### config.mk
export PLATFORM = sky130hd
export DESIGN_NAME = ch9350_led_tx_flat
export DESIGN_NICKNAME = d
export VERILOG_FILES = /design/src/rtl/ch9350_led_tx_if.sv /design/src/rtl/ch9350_led_tx.sv /design/src/flat_wrapper.sv
export SDC_FILE = /design/constraint.sdc
export NUM_CORES = 1
export LEC_CHECK = 0
export BUFFER_PORTS_ARGS = -buffer_cell sky130_fd_sc_hd__buf_4
export CORE_MARGIN = 2
export CORE_UTILIZATION = 45
export CTS_CLUSTER_DIAMETER = 80
export DETAILED_ROUTE_END_ITERATION = 6
export GPL_TIMING_DRIVEN = 1
export PLACE_DENSITY = 0.65
export SKIP_CTS_REPAIR_TIMING = 1
export SYNTH_ARGS = -nofsm -noshare
export SYNTH_HDL_FRONTEND = slang
export SYNTH_SLANG_ARGS = --single-unit
export TNS_END_PERCENT = 30
### constraint.sdc
create_clock -name i_clk -period 2.65 [get_ports i_clk]
set_input_delay 0.795 -clock i_clk [delete_from_list [all_inputs] [get_ports i_clk]]
set_output_delay 0.795 -clock i_clk [all_outputs]
set_load 0.03 [all_outputs]
### src/rtl/ch9350_led_tx_if.sv
// LED-request handshake between host logic and the CH9350 LED transmitter.
interface ch9350_led_tx_if;
  logic [2:0] leds;
  logic       leds_valid;
  logic       leds_ready;

  modport master (output leds, output leds_valid, input  leds_ready);
  modport slave  (input  leds, input  leds_valid, output leds_ready);
endinterface

### src/rtl/ch9350_led_tx.sv
// CH9350 LED command transmitter: latches an LED request and sends
// 57 AB CMD LED CHK as back-to-back 8N1 bytes on the CH9350 RXD pin.
module ch9350_led_tx #(
  parameter int unsigned PRESCALE = 39,
  parameter logic [7:0]  CMD_LED  = 8'h12
) (
  input  logic              i_clk,
  input  logic              i_rst_n,
  ch9350_led_tx_if.slave    led_req,
  output logic              o_txd,
  output logic              o_busy
);

  localparam int unsigned BIT_CYCLES = PRESCALE * 8;
  localparam int unsigned CW         = $clog2(BIT_CYCLES);
  localparam logic [CW-1:0] BIT_MAX  = CW'(BIT_CYCLES - 1);

  typedef enum logic [1:0] {IDLE, START, DATA, STOP} state_t;

  state_t      state, state_nx;
  logic [CW-1:0] cnt, cnt_nx;
  logic [2:0]  bit_idx, bit_nx;
  logic [2:0]  byte_idx, byte_nx;
  logic [2:0]  led_q;
  logic        accept;
  logic        txd_nx;
  logic [7:0]  frame_byte;

  assign accept             = (state == IDLE) && led_req.leds_valid;
  assign led_req.leds_ready = (state == IDLE);
  assign o_busy             = (state != IDLE);

  always_ff @(posedge i_clk) begin
    if (!i_rst_n) begin
      state    <= IDLE;
      cnt      <= '0;
      bit_idx  <= '0;
      byte_idx <= '0;
      led_q    <= '0;
      o_txd    <= 1'b1;
    end else begin
      state    <= state_nx;
      cnt      <= cnt_nx;
      bit_idx  <= bit_nx;
      byte_idx <= byte_nx;
      o_txd    <= txd_nx;
      if (accept) led_q <= led_req.leds;
    end
  end

  always_comb begin
    state_nx = state;
    cnt_nx   = cnt;
    bit_nx   = bit_idx;
    byte_nx  = byte_idx;
    unique case (state)
      IDLE: begin
        if (accept) begin
          state_nx = START;
          cnt_nx   = BIT_MAX;
          bit_nx   = '0;
          byte_nx  = '0;
        end
      end
      START: begin
        if (cnt == '0) begin
          state_nx = DATA;
          cnt_nx   = BIT_MAX;
          bit_nx   = '0;
        end else begin
          cnt_nx = cnt - 1'b1;
        end
      end
      DATA: begin
        if (cnt == '0) begin
          cnt_nx = BIT_MAX;
          if (bit_idx == 3'd7) state_nx = STOP;
          else                 bit_nx   = bit_idx + 1'b1;
        end else begin
          cnt_nx = cnt - 1'b1;
        end
      end
      STOP: begin
        if (cnt == '0) begin
          if (byte_idx == 3'd4) begin
            state_nx = IDLE;
            byte_nx  = '0;
          end else begin
            state_nx = START;
            cnt_nx   = BIT_MAX;
            byte_nx  = byte_idx + 1'b1;
          end
        end else begin
          cnt_nx = cnt - 1'b1;
        end
      end
      default: state_nx = IDLE;
    endcase
  end

  // Line level is computed from the next state so o_txd can be a plain register
  // that already shows the start bit on the acceptance edge.
  always_comb begin
    frame_byte = 8'h57;
    unique case (byte_nx)
      3'd0:    frame_byte = 8'h57;
      3'd1:    frame_byte = 8'hAB;
      3'd2:    frame_byte = CMD_LED;
      3'd3:    frame_byte = {5'b0, led_q};
      3'd4:    frame_byte = CMD_LED + {5'b0, led_q};
      default: frame_byte = 8'h57;
    endcase
  end

  always_comb begin
    txd_nx = 1'b1;
    unique case (state_nx)
      START:   txd_nx = 1'b0;
      DATA:    txd_nx = frame_byte[bit_nx];
      default: txd_nx = 1'b1;
    endcase
  end

endmodule

### src/flat_wrapper.sv
// flat-port wrapper written by rule: the top's interface ports become plain ports
module ch9350_led_tx_flat 
#(
  parameter int unsigned PRESCALE = 39,
  parameter logic [7:0]  CMD_LED  = 8'h12
)
  (i_clk, i_rst_n, o_txd, o_busy, led_req_leds, led_req_leds_valid, led_req_leds_ready);
  ch9350_led_tx_if led_req_i ();
  input  logic i_clk;
  input  logic i_rst_n;
  output logic o_txd;
  output logic o_busy;
  input wire logic [$bits(led_req_i.leds)-1:0] led_req_leds;
  input wire logic [$bits(led_req_i.leds_valid)-1:0] led_req_leds_valid;
  output wire logic [$bits(led_req_i.leds_ready)-1:0] led_req_leds_ready;
  assign led_req_i.leds = led_req_leds;
  assign led_req_i.leds_valid = led_req_leds_valid;
  assign led_req_leds_ready = led_req_i.leds_ready;
  ch9350_led_tx #(.PRESCALE(PRESCALE), .CMD_LED(CMD_LED)) u_core (.i_clk(i_clk), .i_rst_n(i_rst_n), .led_req(led_req_i), .o_txd(o_txd), .o_busy(o_busy));
endmodule
; Yosys cells after proc, flatten, opt, wreduce, memory -nomap -nowiden
; Cells that the tools add are included.
; W data, S select, Z words.
[word_totals]
mem_bits_ro = 0
latchBits = 0
word_cells = 55
regBits = 21
inputBits = 6
ramBits = 0
mem_count = 0
out_inout_bits = 3
[classes]
bitwise = 0
mul = 0
n_mux = 25
addsub = 4
n_shift = 0
n_reduce_logical = 6
n_lt_le_gt_ge = 1
div_mod_pow = 0
eq_ne = 13
[op_table]
columns = op, n
row1 = $mux W9, 4
row2 = $pmux W8 S4, 1
row3 = $pmux W9 S3, 1
row4 = $mux W3, 7
row5 = $mux W2, 5
row6 = $eq A3 B3 Y1 const B, 3
row7 = $logic_not A9 Y1, 1
row8 = $pmux W3 S3, 1
row9 = $sub A9 B1 Y9 const B, 1
row10 = $pmux W2 S4, 1
row11 = $add A3 B1 Y3 const B, 2
row12 = $add A5 B3 Y6 const A, 1
row13 = $eq A2 B2 Y1 const B, 3
row14 = $eq A3 B2 Y1 const B, 2
row15 = $pmux W3 S2, 1
row16 = $eq A2 B1 Y1 const B, 2
row17 = $lt A3 B4 Y1 const B, 1
row18 = $bmux W1 S3, 1
row19 = $eq A3 B1 Y1 const B, 1
row20 = $ne A3 B3 Y1 const B, 1
row21 = $logic_not A2 Y1, 1
row22 = $mux W1, 2
row23 = $ne A2 B1 Y1 const B, 1
row24 = $pmux W1 S2, 1
row25 = other kinds (4), 4

; Depth between registers and ports, before layout
[depth]
depth_word = 9
ltp_mapped = 11
depth_no_buf = 9

; Least setup slack after synthesis
; No wires, ideal clock.
[synth_path]
kind = register -> register
from = register u_core.state[1]
to = register u_core.o_txd
arrival_ns = 2.785
period_less_slack_ns = 2.864
stages_incl_launch_ff = 12
required_time_ns = 2.571
path_slack_ns = -0.214
n_path_buf = 2
setup_ns = 0.079
path_cell_list = dfxtp_1 inv_1 ha_1 buf_2 and2b_2 o21a_1 or3_2 clkbuf_1 a211oi_1 nor3b_1 o22ai_1 a211oi_2
[synth_via]
elab_chain_len = 9
elab_cells_between_ends = 25
cone_classes = 9 x eq/ne / 14 x mux / 2 x reduce/logical
[synth_lines]
columns = element, line
row1 = start: declaration, ch9350_led_tx.sv:20  ; state_t state, state_nx;
row2 = start signal: assignment, ch9350_led_tx.sv:42  ; state <= state_nx;
row3 = $logic_not A2 Y1 (*), n/a
row4 = named net led_req_leds_ready, flat_wrapper.sv:15  ; output wire logic [$bits(led_req_i.leds_ready)-1:0] led_req_leds_ready;
row5 = $logic_and A1 B1 Y1, ch9350_led_tx.sv:29  ; assign accept = (state == IDLE) && led_req.leds_valid;
row6 = $mux W3, ch9350_led_tx.sv:58  ; if (accept) begin
row7 = $pmux W3 S2, ch9350_led_tx.sv:56  ; unique case (state)
row8 = $eq A3 B3 Y1 (tied with other cells), ch9350_led_tx.sv:105  ; unique case (byte_nx)
row9 = $pmux W8 S4, ch9350_led_tx.sv:105
row10 = $bmux W1 S3, ch9350_led_tx.sv:119  ; DATA: txd_nx = frame_byte[bit_nx];
row11 = $mux W1 (not written as such), ch9350_led_tx.sv:119
row12 = $pmux W1 S2 (*), ch9350_led_tx.sv:117  ; unique case (state_nx)
row13 = end signal: assignment, ch9350_led_tx.sv:46  ; o_txd <= txd_nx;
row14 = end: declaration, ch9350_led_tx.sv:10  ; output logic o_txd,
; The timed path passes the listed nets; every way through them passes the cells marked *. The select of a mux whose other input is x is not followed.
; A chain may end at the register's enable or synchronous reset.

; Worst setup path in the final report
[layout_path]
from = register u_core.cnt[1]
to = register u_core.o_txd
[layout_via]
elab_chain_len = 8
elab_cells_between_ends = 20
cone_classes = 6 x eq/ne / 13 x mux / 1 x reduce/logical
[layout_lines]
columns = element, line
row1 = start: declaration, ch9350_led_tx.sv:21  ; logic [CW-1:0] cnt, cnt_nx;
row2 = start signal: assignment, ch9350_led_tx.sv:43  ; cnt <= cnt_nx;
row3 = $logic_not A9 Y1 (*), "ch9350_led_tx.sv:66, ch9350_led_tx.sv:75, ch9350_led_tx.sv:84"
row4 = $mux W3, ch9350_led_tx.sv:84  ; if (cnt == '0) begin
row5 = $pmux W3 S2, ch9350_led_tx.sv:56
row6 = $eq A3 B3 Y1 (tied with other cells), ch9350_led_tx.sv:105
row7 = $pmux W8 S4, ch9350_led_tx.sv:105
row8 = $bmux W1 S3, ch9350_led_tx.sv:119
row9 = $mux W1 (not written as such), ch9350_led_tx.sv:119
row10 = $pmux W1 S2 (*), ch9350_led_tx.sv:117
; Every way passes the cells marked *; elsewhere a longest branch is shown, timed or not. The select of a mux whose other input is x is not followed.

==> flow_metrics.tcl <==
set metrics [dict create \
    die_h_um 62.7 \
    drt_iter0_drc 70 \
    wire_per_inst_um 16.8 \
    rows 21 \
    port_buffers 8 \
    critPathArrivalTime_ns 2.81 \
    synth_area_leader_cell "dfxtp_1" \
    synthArstFlopShare_pct 0 \
    vias_per_cell 6.08 \
    design_area_um2 2010 \
    grt_max_degree 14 \
    drive_gt1_share_pct 34.7 \
    cts_root_buffer "clkbuf_4" \
    slew_violations 0 \
    p_leak_uw 0.000729 \
    avgSynthCellArea_um2 8.30 \
    cap_violations 0 \
    dp_cells 254 \
    fmax_mhz 390 \
    power.density_nw_per_um2 967 \
    pin_count 9 \
    synthTopCellsByArea "dfxtp_1, ha_1, nand2_1, a21oi_1, o21ai_0" \
    cts_buffer_depth 2 \
    dieArea_um2 3940 \
    pwr-share-seq_pct 25.7 \
    cts_buffers 3 \
    netlist_area_um2 1550 \
    antenna_found_initial 0 \
    cp-start-kind "register" \
    instances_no_fill 262 \
    mostFrequentLayoutCells "buf_4, nand2_1, dfxtp_1, nor2_1, a21oi_1" \
    status "completed" \
    setup_viol 0 \
    worst_pin_slew_ns 0.626 \
    period_share_pct 96.8 \
    nNetsFinal 234 \
    crit_required_ns 2.89 \
    internal_power_uw 1020 \
    ys_seq_area_share_pct 27.1 \
    crit_family "compound AO/OA/AOI/OAI gates" \
    syn_nets 204 \
    core_area_um2 3340 \
    endpoint_kind "register" \
    gp_congestion 0.924 \
    yosys_warnings 0 \
    initial_core_util_pct 46.5 \
    final_common_cell "buf_4" \
    overflow 0 \
    hold_viol 0 \
    max_slew_margin_pct 57.9 \
    cts_tree "built" \
    total_power_uw 1950 \
    grt_pass1_vias 1499 \
    sw_frac_of_total_pct 47.4 \
    cp_num_buf_inv 2 \
    die_w_um 62.7 \
    fin_hold_ws_ns 0.508 \
    slowest_stage "or4b_4" \
    synth_edf_count 0 \
    grt_setup_unrepaired "true" \
    p_switching_uw 924 \
    clockPowerShare_pct 8.0 \
    max-vdd-ir-drop_mv 0.422 \
    clock_latency_ns 0.31 \
    ys_ff_latch 21 \
    drt-pass1-iter-count 4 \
    dpl.hpwl_um 3230 \
    track_usage_pct 22.8 \
    n_antenna_cell 0 \
    drc 0 \
    htreeDepth 1 \
    hold_path.class "register to register" \
    postRouteWirelength_um 4400 \
    clock-sinks 21 \
    synth_cells 187 \
    worstPathCellList "inv_2, ha_4, or4b_4, o211ai_1, o211ai_4, buf_6, a211oi_4, nor3b_2, o22ai_1, a211oi_2" \
    num_vias 1592 \
    drtAntennaViolNets 0 \
    clock-skew-final_ns 0.00960 \
    synth_cell_types 56 \
    synth_top_area_share_pct 27.1 \
    crit_fanout 7 \
    placed_area_um2 1810 \
    fin_tns_setup_ns 0 \
    grt_pass1_wl_um 7110 \
    critPathKind "register to register" \
    clk_pin_slew_ns 0.12 \
    synth-main-ff-cell "dfxtp_1" \
    area_growth_pct 29.7 \
    combPwrFrac_pct 66.3 \
    critPathMaxStageDelay_ns 0.50 \
    period_minus_slack_ns 2.57 \
]
==> state kept, by name, summed over array words and instances (netlist names) <==
register         count
u_core.cnt           9
u_core.bit_idx       3
u_core.byte_idx      3
u_core.led_q         3
u_core.state         2
u_core.o_txd         1
==> through the flow <==
step / util [%] / setup WS, ns
after CTS: 55.1 / -0.187
after floorplan: - / 0.0851
final: 60.4 / 0.0839
after global placement: 54.3 / -0.0451
after detailed placement: 54.3 / -0.256
after global routing: 60.4 / -0.0382
==> routing by layer <==
layer	routed length, um	track usage (%)
met1	1960	30.0
met2	2120	38.7
met3	186	4.14
met4	136	5.28
met5	0	0
==> layout make-up <==
cell class              instances  area, um^2
multi-input cells             146        1200
fillers                       317        1320
well taps                      46        57.6
flip-flops and latches         21         425
clock buffers                   4        26.3
repair buffers                 32         251
inverters                      13        48.8
==> tightest hold or removal path, delay by kind of cell, from the launching register on <==
| family | cells | cell delay [ns] |
|---|---|---|
| flip-flops | 1 | 0.35 |
| AND/OR/NAND/NOR | 1 | 0.07 |
| AO/OA/AOI/OAI | 1 | 0.06 |
==> power by group through the flow <==
stage          logic, uW  registers, uW  clock network (uW)
2_1_floorplan        757            494                   0
3_3_place_gp        1100            485                   0
3_5_place_dp        1140            492                   0
4_1_cts             1140            485                 162
5_1_grt             1390            511                 179
6_report            1290            501                 156
==> synthesized netlist by cell type, types with 2 or more instances <==
library cell and count:
buf_6 3, nand4_1 3, nor3b_1 2, nand2_1 17, nor4b_1 2, ha_1 11
xnor2_1 5, nor2_1 15, or4_1 2, inv_1 13, o31ai_1 2, o211ai_1 3
nand3_1 6, a2111oi_0 3, or3_2 2, and2_1 4, nor3_1 6, nor4_1 2
a211oi_1 3, or3_1 2, o21ai_0 12, a31oi_1 2, clkbuf_1 3, a21oi_1 12
dfxtp_1 21
==> worst paths after layout <==
| path | start | end | slack (ns) | depth (start not counted) |
|---|---|---|---|---|
| worst min-delay path | u_core.led_q[0] | u_core.led_q[0] | 0.51 | 2 |
| worst max-delay path | u_core.cnt[1] | u_core.o_txd | 0.08 | 10 |
| worst min register to register | u_core.led_q[0] | u_core.led_q[0] | 0.51 | 2 |
| worst max register to register | u_core.cnt[1] | u_core.o_txd | 0.08 | 10 |
==> kinds of logic (layout without fill, tap and decap cells) <==
family,Yosys count,after routing,share of synthesized area [%]
AND/OR/NAND/NOR,73,73,26.1
AO/OA/AOI/OAI,56,56,28.2
flip-flops,21,21,27.1
buffers and inverters,20,49,6.37
adder cells (fa/ha/maj),11,11,8.86
XOR/XNOR,6,6,3.38
(Power assumes the default switching activity.)
